<file path="src/rtl/sync_fwft_fifo.sv">
// Single-clock first-word-fall-through FIFO with occupancy watermarks,
// sticky overflow/underflow flags and a peak-occupancy debug register.
module sync_fwft_fifo #(
    parameter int DATA_WIDTH = 8,
    parameter int ADDR_WIDTH = 4,
    parameter int AF_THRESH  = 14,
    parameter int AE_THRESH  = 2
) (
    input  logic                  clk,
    input  logic                  reset,
    input  logic                  pushIn,
    input  logic [DATA_WIDTH-1:0] dataIn,
    input  logic                  popIn,
    input  logic                  clearErrIn,
    output logic [DATA_WIDTH-1:0] dataOut,
    output logic                  emptyOut,
    output logic                  fullOut,
    output logic                  almostFullOut,
    output logic                  almostEmptyOut,
    output logic [ADDR_WIDTH:0]   countOut,
    output logic                  overflowOut,
    output logic                  underflowOut,
    output logic [ADDR_WIDTH:0]   highWaterOut
);
    localparam int DEPTH = 2 ** ADDR_WIDTH;
    localparam logic [ADDR_WIDTH:0]   DEPTH_C = (ADDR_WIDTH + 1)'(DEPTH);
    localparam logic [ADDR_WIDTH:0]   AF_C    = (ADDR_WIDTH + 1)'(AF_THRESH);
    localparam logic [ADDR_WIDTH:0]   AE_C    = (ADDR_WIDTH + 1)'(AE_THRESH);
    localparam logic [ADDR_WIDTH:0]   CNT_ONE = (ADDR_WIDTH + 1)'(1);
    localparam logic [ADDR_WIDTH-1:0] PTR_ONE = ADDR_WIDTH'(1);

    logic [DATA_WIDTH-1:0] mem_q [DEPTH];
    logic [ADDR_WIDTH-1:0] wr_ptr_q, wr_ptr_d, rd_ptr_q, rd_ptr_d;
    logic [ADDR_WIDTH:0]   count_q, count_d, high_water_q, high_water_d;
    logic                  overflow_q, overflow_d, underflow_q, underflow_d;
    logic                  push_acc, pop_acc;

    always_comb begin
        push_acc = pushIn & ~fullOut;
        pop_acc  = popIn & ~emptyOut;

        wr_ptr_d = push_acc ? wr_ptr_q + PTR_ONE : wr_ptr_q;
        rd_ptr_d = pop_acc  ? rd_ptr_q + PTR_ONE : rd_ptr_q;

        count_d = count_q;
        if (push_acc && !pop_acc)
            count_d = count_q + CNT_ONE;
        else if (pop_acc && !push_acc)
            count_d = count_q - CNT_ONE;

        // A set condition beats a simultaneous clear so no error is lost.
        overflow_d  = (pushIn & fullOut)  | (overflow_q  & ~clearErrIn);
        underflow_d = (popIn  & emptyOut) | (underflow_q & ~clearErrIn);

        // Clear restarts tracking from the occupancy we are moving to.
        if (clearErrIn)
            high_water_d = count_d;
        else
            high_water_d = (count_d > high_water_q) ? count_d : high_water_q;
    end

    always_ff @(posedge clk) begin
        if (reset) begin
            wr_ptr_q     <= '0;
            rd_ptr_q     <= '0;
            count_q      <= '0;
            overflow_q   <= 1'b0;
            underflow_q  <= 1'b0;
            high_water_q <= '0;
        end else begin
            wr_ptr_q     <= wr_ptr_d;
            rd_ptr_q     <= rd_ptr_d;
            count_q      <= count_d;
            overflow_q   <= overflow_d;
            underflow_q  <= underflow_d;
            high_water_q <= high_water_d;
        end
    end

    // Storage is not reset; reset only blocks the write.
    always_ff @(posedge clk) begin
        if (!reset && push_acc)
            mem_q[wr_ptr_q] <= dataIn;
    end

    assign emptyOut       = (count_q == '0);
    assign fullOut        = (count_q == DEPTH_C);
    assign almostFullOut  = (count_q >= AF_C);
    assign almostEmptyOut = (count_q <= AE_C);
    assign countOut       = count_q;
    assign overflowOut    = overflow_q;
    assign underflowOut   = underflow_q;
    assign highWaterOut   = high_water_q;
    assign dataOut        = emptyOut ? '0 : mem_q[rd_ptr_q];

endmodule

</file>
<file path="config.mk">
export PLATFORM = sky130hd
export DESIGN_NAME = sync_fwft_fifo
export DESIGN_NICKNAME = d
export VERILOG_FILES = /design/src/rtl/sync_fwft_fifo.sv
export SDC_FILE = /design/constraint.sdc
export NUM_CORES = 1
export LEC_CHECK = 0
export CAP_MARGIN = 10
export CORE_MARGIN = 2
export CORE_UTILIZATION = 30
export CTS_BUF_LIST = sky130_fd_sc_hd__clkbuf_16
export CTS_CLUSTER_SIZE = 20
export DETAILED_ROUTE_END_ITERATION = 7
export PLACE_DENSITY = 0.54
export SYNTH_ARGS = -nofsm -noshare
export SYNTH_HDL_FRONTEND = slang
export SYNTH_SLANG_ARGS = --single-unit
</file>
<file path="constraint.sdc">
create_clock -name clk -period 3.08 [get_ports clk]
set_input_delay 0.308 -clock clk [delete_from_list [all_inputs] [get_ports clk]]
set_output_delay 0.308 -clock clk [all_outputs]
set_load 0.01 [all_outputs]
</file>
==> flow_metrics.tcl <==
set metrics [dict create \
    multi_input_area_um2 1780 \
    clkLatencyLatePin_ns 0.42 \
    grtUsageTotal 0.122 \
    synth_seq_cells 152 \
    n_fill_cell 1851 \
    syn_nets 373 \
    synthFlopType "edfxtp_1" \
    sequentialPowerShare 0.383 \
    netlist_instances 347 \
    synthArstFlopShare 0 \
    cap_violations 0 \
    grt_pass1_vias 3416 \
    cts-root-buf "clkbuf_16" \
    switching_share 0.280 \
    clkTransAtPathRegs_ns 0.06 \
    critical_path_class "reg2out" \
    wl_um 12500 \
    dpl.cell_count 669 \
    route.detailed.drc 0 \
    htree_levels 4 \
    ys_types 39 \
    pwr-share-comb 0.281 \
    clock_skew_ns 0.00708 \
    p_per_area_nw_per_um2 795 \
    clock_power_share 0.336 \
    cts_max_path_buffers 2 \
    avgSynthCellArea_um2 17.8 \
    start_kind "flip-flop" \
    peakVddDrop_mv 0.456 \
    design_area_um2 7760 \
    ctsHoldBuffers 0 \
    areaGrowthSynthToFinish_pct 25.3 \
    vias 3219 \
    die_x_um 148 \
    min_period_ns 3.00 \
    wl_per_cell_um 17.7 \
    grt_pass1_wl_um 19800 \
    dp_hpwl_um 8460 \
    ioPinCount 37 \
    layout.nets 448 \
    drv_slew 0 \
    required_ns 2.77 \
    status "complete, no violations" \
    gp_congestion 0.765 \
    coreArea_um2 20200 \
    max_freq_ghz 0.334 \
    holdCritPathClass "reg2reg" \
    overflow 0 \
    grt_max_degree 33 \
    maxSlewHeadroom 0.580 \
    cts-buffers-inserted 17 \
    dr.pass1.iters 4 \
    die-area_um2 21800 \
    switchingPower_mw 1.73 \
    placed_area_um2 7100 \
    p_leak_nw 2.56 \
    synth_top_area_cell "edfxtp_1" \
    synth_area_leaders "edfxtp_1 (62%), mux4_2 (15%), dfxtp_1 (7.8%)" \
    setup_violations 0 \
    yosys_warnings 0 \
    synth_area_um2 6190 \
    yosys.area.top_type_share 0.621 \
    drive_gt1_frac 0.287 \
    synth-edff-count 128 \
    regArea_um2 4330 \
    clock_sinks 152 \
    die_h_um 148 \
    ys_seq_area_frac 0.699 \
    crit_path_end_kind "primary output" \
    layout.cells.non_filler 705 \
    cp_max_fo 15 \
    fp-row-count 52 \
    worstMarginPinSlew_ns 0.630 \
    cts_tree "yes" \
    cp.arrival_ns 2.69 \
    diodes 0 \
    start_util 0.306 \
    viasPerCell 4.57 \
    antenna_found_initial 0 \
    final_antenna_net_count 0 \
    hold_viol_final 0 \
    p_int_mw 4.44 \
    min_period_over_period 0.973 \
    io_buffers 36 \
    whs_ns 0.501 \
    first_iter_violations 259 \
]
cell families after synthesis:
kind of cell / after synthesis / synth area share
flops: 152 / 0.699
simple gates: 79 / 0.0647
mux: 41 / 0.147
buf+inv: 28 / 0.0234
compound gates: 24 / 0.0245
fa+ha+maj: 13 / 0.0263
xor+xnor: 10 / 0.0154
repair_timing:
action	4_1_cts	5_1_grt
setup endpoints to repair	11	5
buffers inserted	2	2
gates resized for setup	2	5
endpoints found under the hold margin	0	0
pin swaps	0	3
worst paths after layout:
path	depth (start not counted)	from	to	slack [ns]
worst max-delay path	5	flip-flop	dataOut[0]	0.08
worst min register to register	2	rd_ptr_q[1]	rd_ptr_q[1]	0.50
worst min-delay path	2	rd_ptr_q[1]	rd_ptr_q[1]	0.50
worst max register to register	13	countOut[0]	highWaterOut[2]	0.14
critical path, cell delays in order (launching register included):
cell	delay, ns
dfxtp_4	0.39
buf_12	0.19
mux4_2	0.53
mux4_2	0.50
and2_1	0.17
clkdlybuf4s50_1	0.47
placed cells by master, fill, tap and decap left out, types with 2 or more instances in the layout:
| cell type | instances |
|---|---|
| edfxtp_1 | 128 |
| mux4_2 | 40 |
| clkdlybuf4s50_1 | 35 |
| nor2_1 | 34 |
| buf_4 | 33 |
| dfxtp_1 | 22 |
| clkbuf_16 | 17 |
| nand2_1 | 14 |
| ha_1 | 12 |
| inv_1 | 10 |
| a21oi_1 | 8 |
| and2_1 | 8 |
| nand4_1 | 6 |
| nor2b_1 | 4 |
| xnor2_1 | 4 |
| nand3b_1 | 4 |
| xor2_1 | 4 |
| nand2b_1 | 3 |
| inv_8 | 3 |
| clkinv_4 | 3 |
| inv_6 | 3 |
| buf_12 | 3 |
| inv_2 | 2 |
| o211ai_1 | 2 |
| o21ai_2 | 2 |
| o21ai_1 | 2 |
| bufinv_16 | 2 |
| clkinv_2 | 2 |
cells in the mapped netlist (2+ instances only):
library cell and count:
edfxtp_1 128, mux4_2 40, nor2_1 34, dfxtp_1 24
nand2_1 14, ha_1 13, inv_1 11, a21oi_1 8
and2_1 8, nand4_1 6, buf_6 5, clkbuf_1 5
xor2_1 5, buf_1 4, nand3b_1 4, nor2b_1 4
o21ai_1 4, xnor2_1 4, nand2b_1 3, a211oi_1 2
buf_2 2, o211ai_1 2
power by group through the flow:
stage / logic [mW] / registers [mW] / clock network, mW
after floorplan: 0.971 / 2.43 / 0
final: 1.73 / 2.36 / 2.07
after CTS: 1.67 / 2.36 / 2.13
after global routing: 1.89 / 2.37 / 2.21
after global placement: 1.61 / 2.41 / 0
after detailed placement: 1.63 / 2.41 / 0
routing by layer:
| metal | vias up | global-route usage | routed length (µm) |
|---|---|---|---|
| met4 | 0 | 0.0361 | 148 |
| met5 | - | 0 | 0 |
| li1 | 1503 | - | - |
| met3 | 12 | 0.0364 | 579 |
| met2 | 66 | 0.200 | 6110 |
| met1 | 1638 | 0.159 | 5620 |
metrics by stage:
stage | utilization | setup TNS [ns] | setup slack, ns | total power [mW]
2_1_floorplan | - | 0 | 0.00328 | 3.40
3_3_place_gp | 0.351 | 0 | 0.105 | 4.02
3_5_place_dp | 0.351 | -0.0238 | -0.0128 | 4.05
4_1_cts | 0.381 | 0 | 0.00814 | 6.16
5_1_grt | 0.383 | -0.0536 | -0.0237 | 6.47
6_report | 0.383 | 0 | 0.0837 | 6.17
state kept, by name, indices dropped and copies added (netlist names), named ones only:
signal / count
countOut: 5
highWaterOut: 5
mem_q: 128
overflowOut: 1
rd_ptr_q: 4
underflowOut: 1
wr_ptr_q: 4
cell type report:
| type | instances | area share |
|---|---|---|
| clock inverter | 15 | 0.0216 |
| inverter | 12 | 0.00581 |
| timing repair buffer | 72 | 0.0865 |
| tap | 270 | 0.0436 |
| clock buffer | 17 | 0.0548 |
| sequential | 152 | 0.558 |
| multi-input combinational | 167 | 0.230 |
Power figures use the tool's default switching activity.
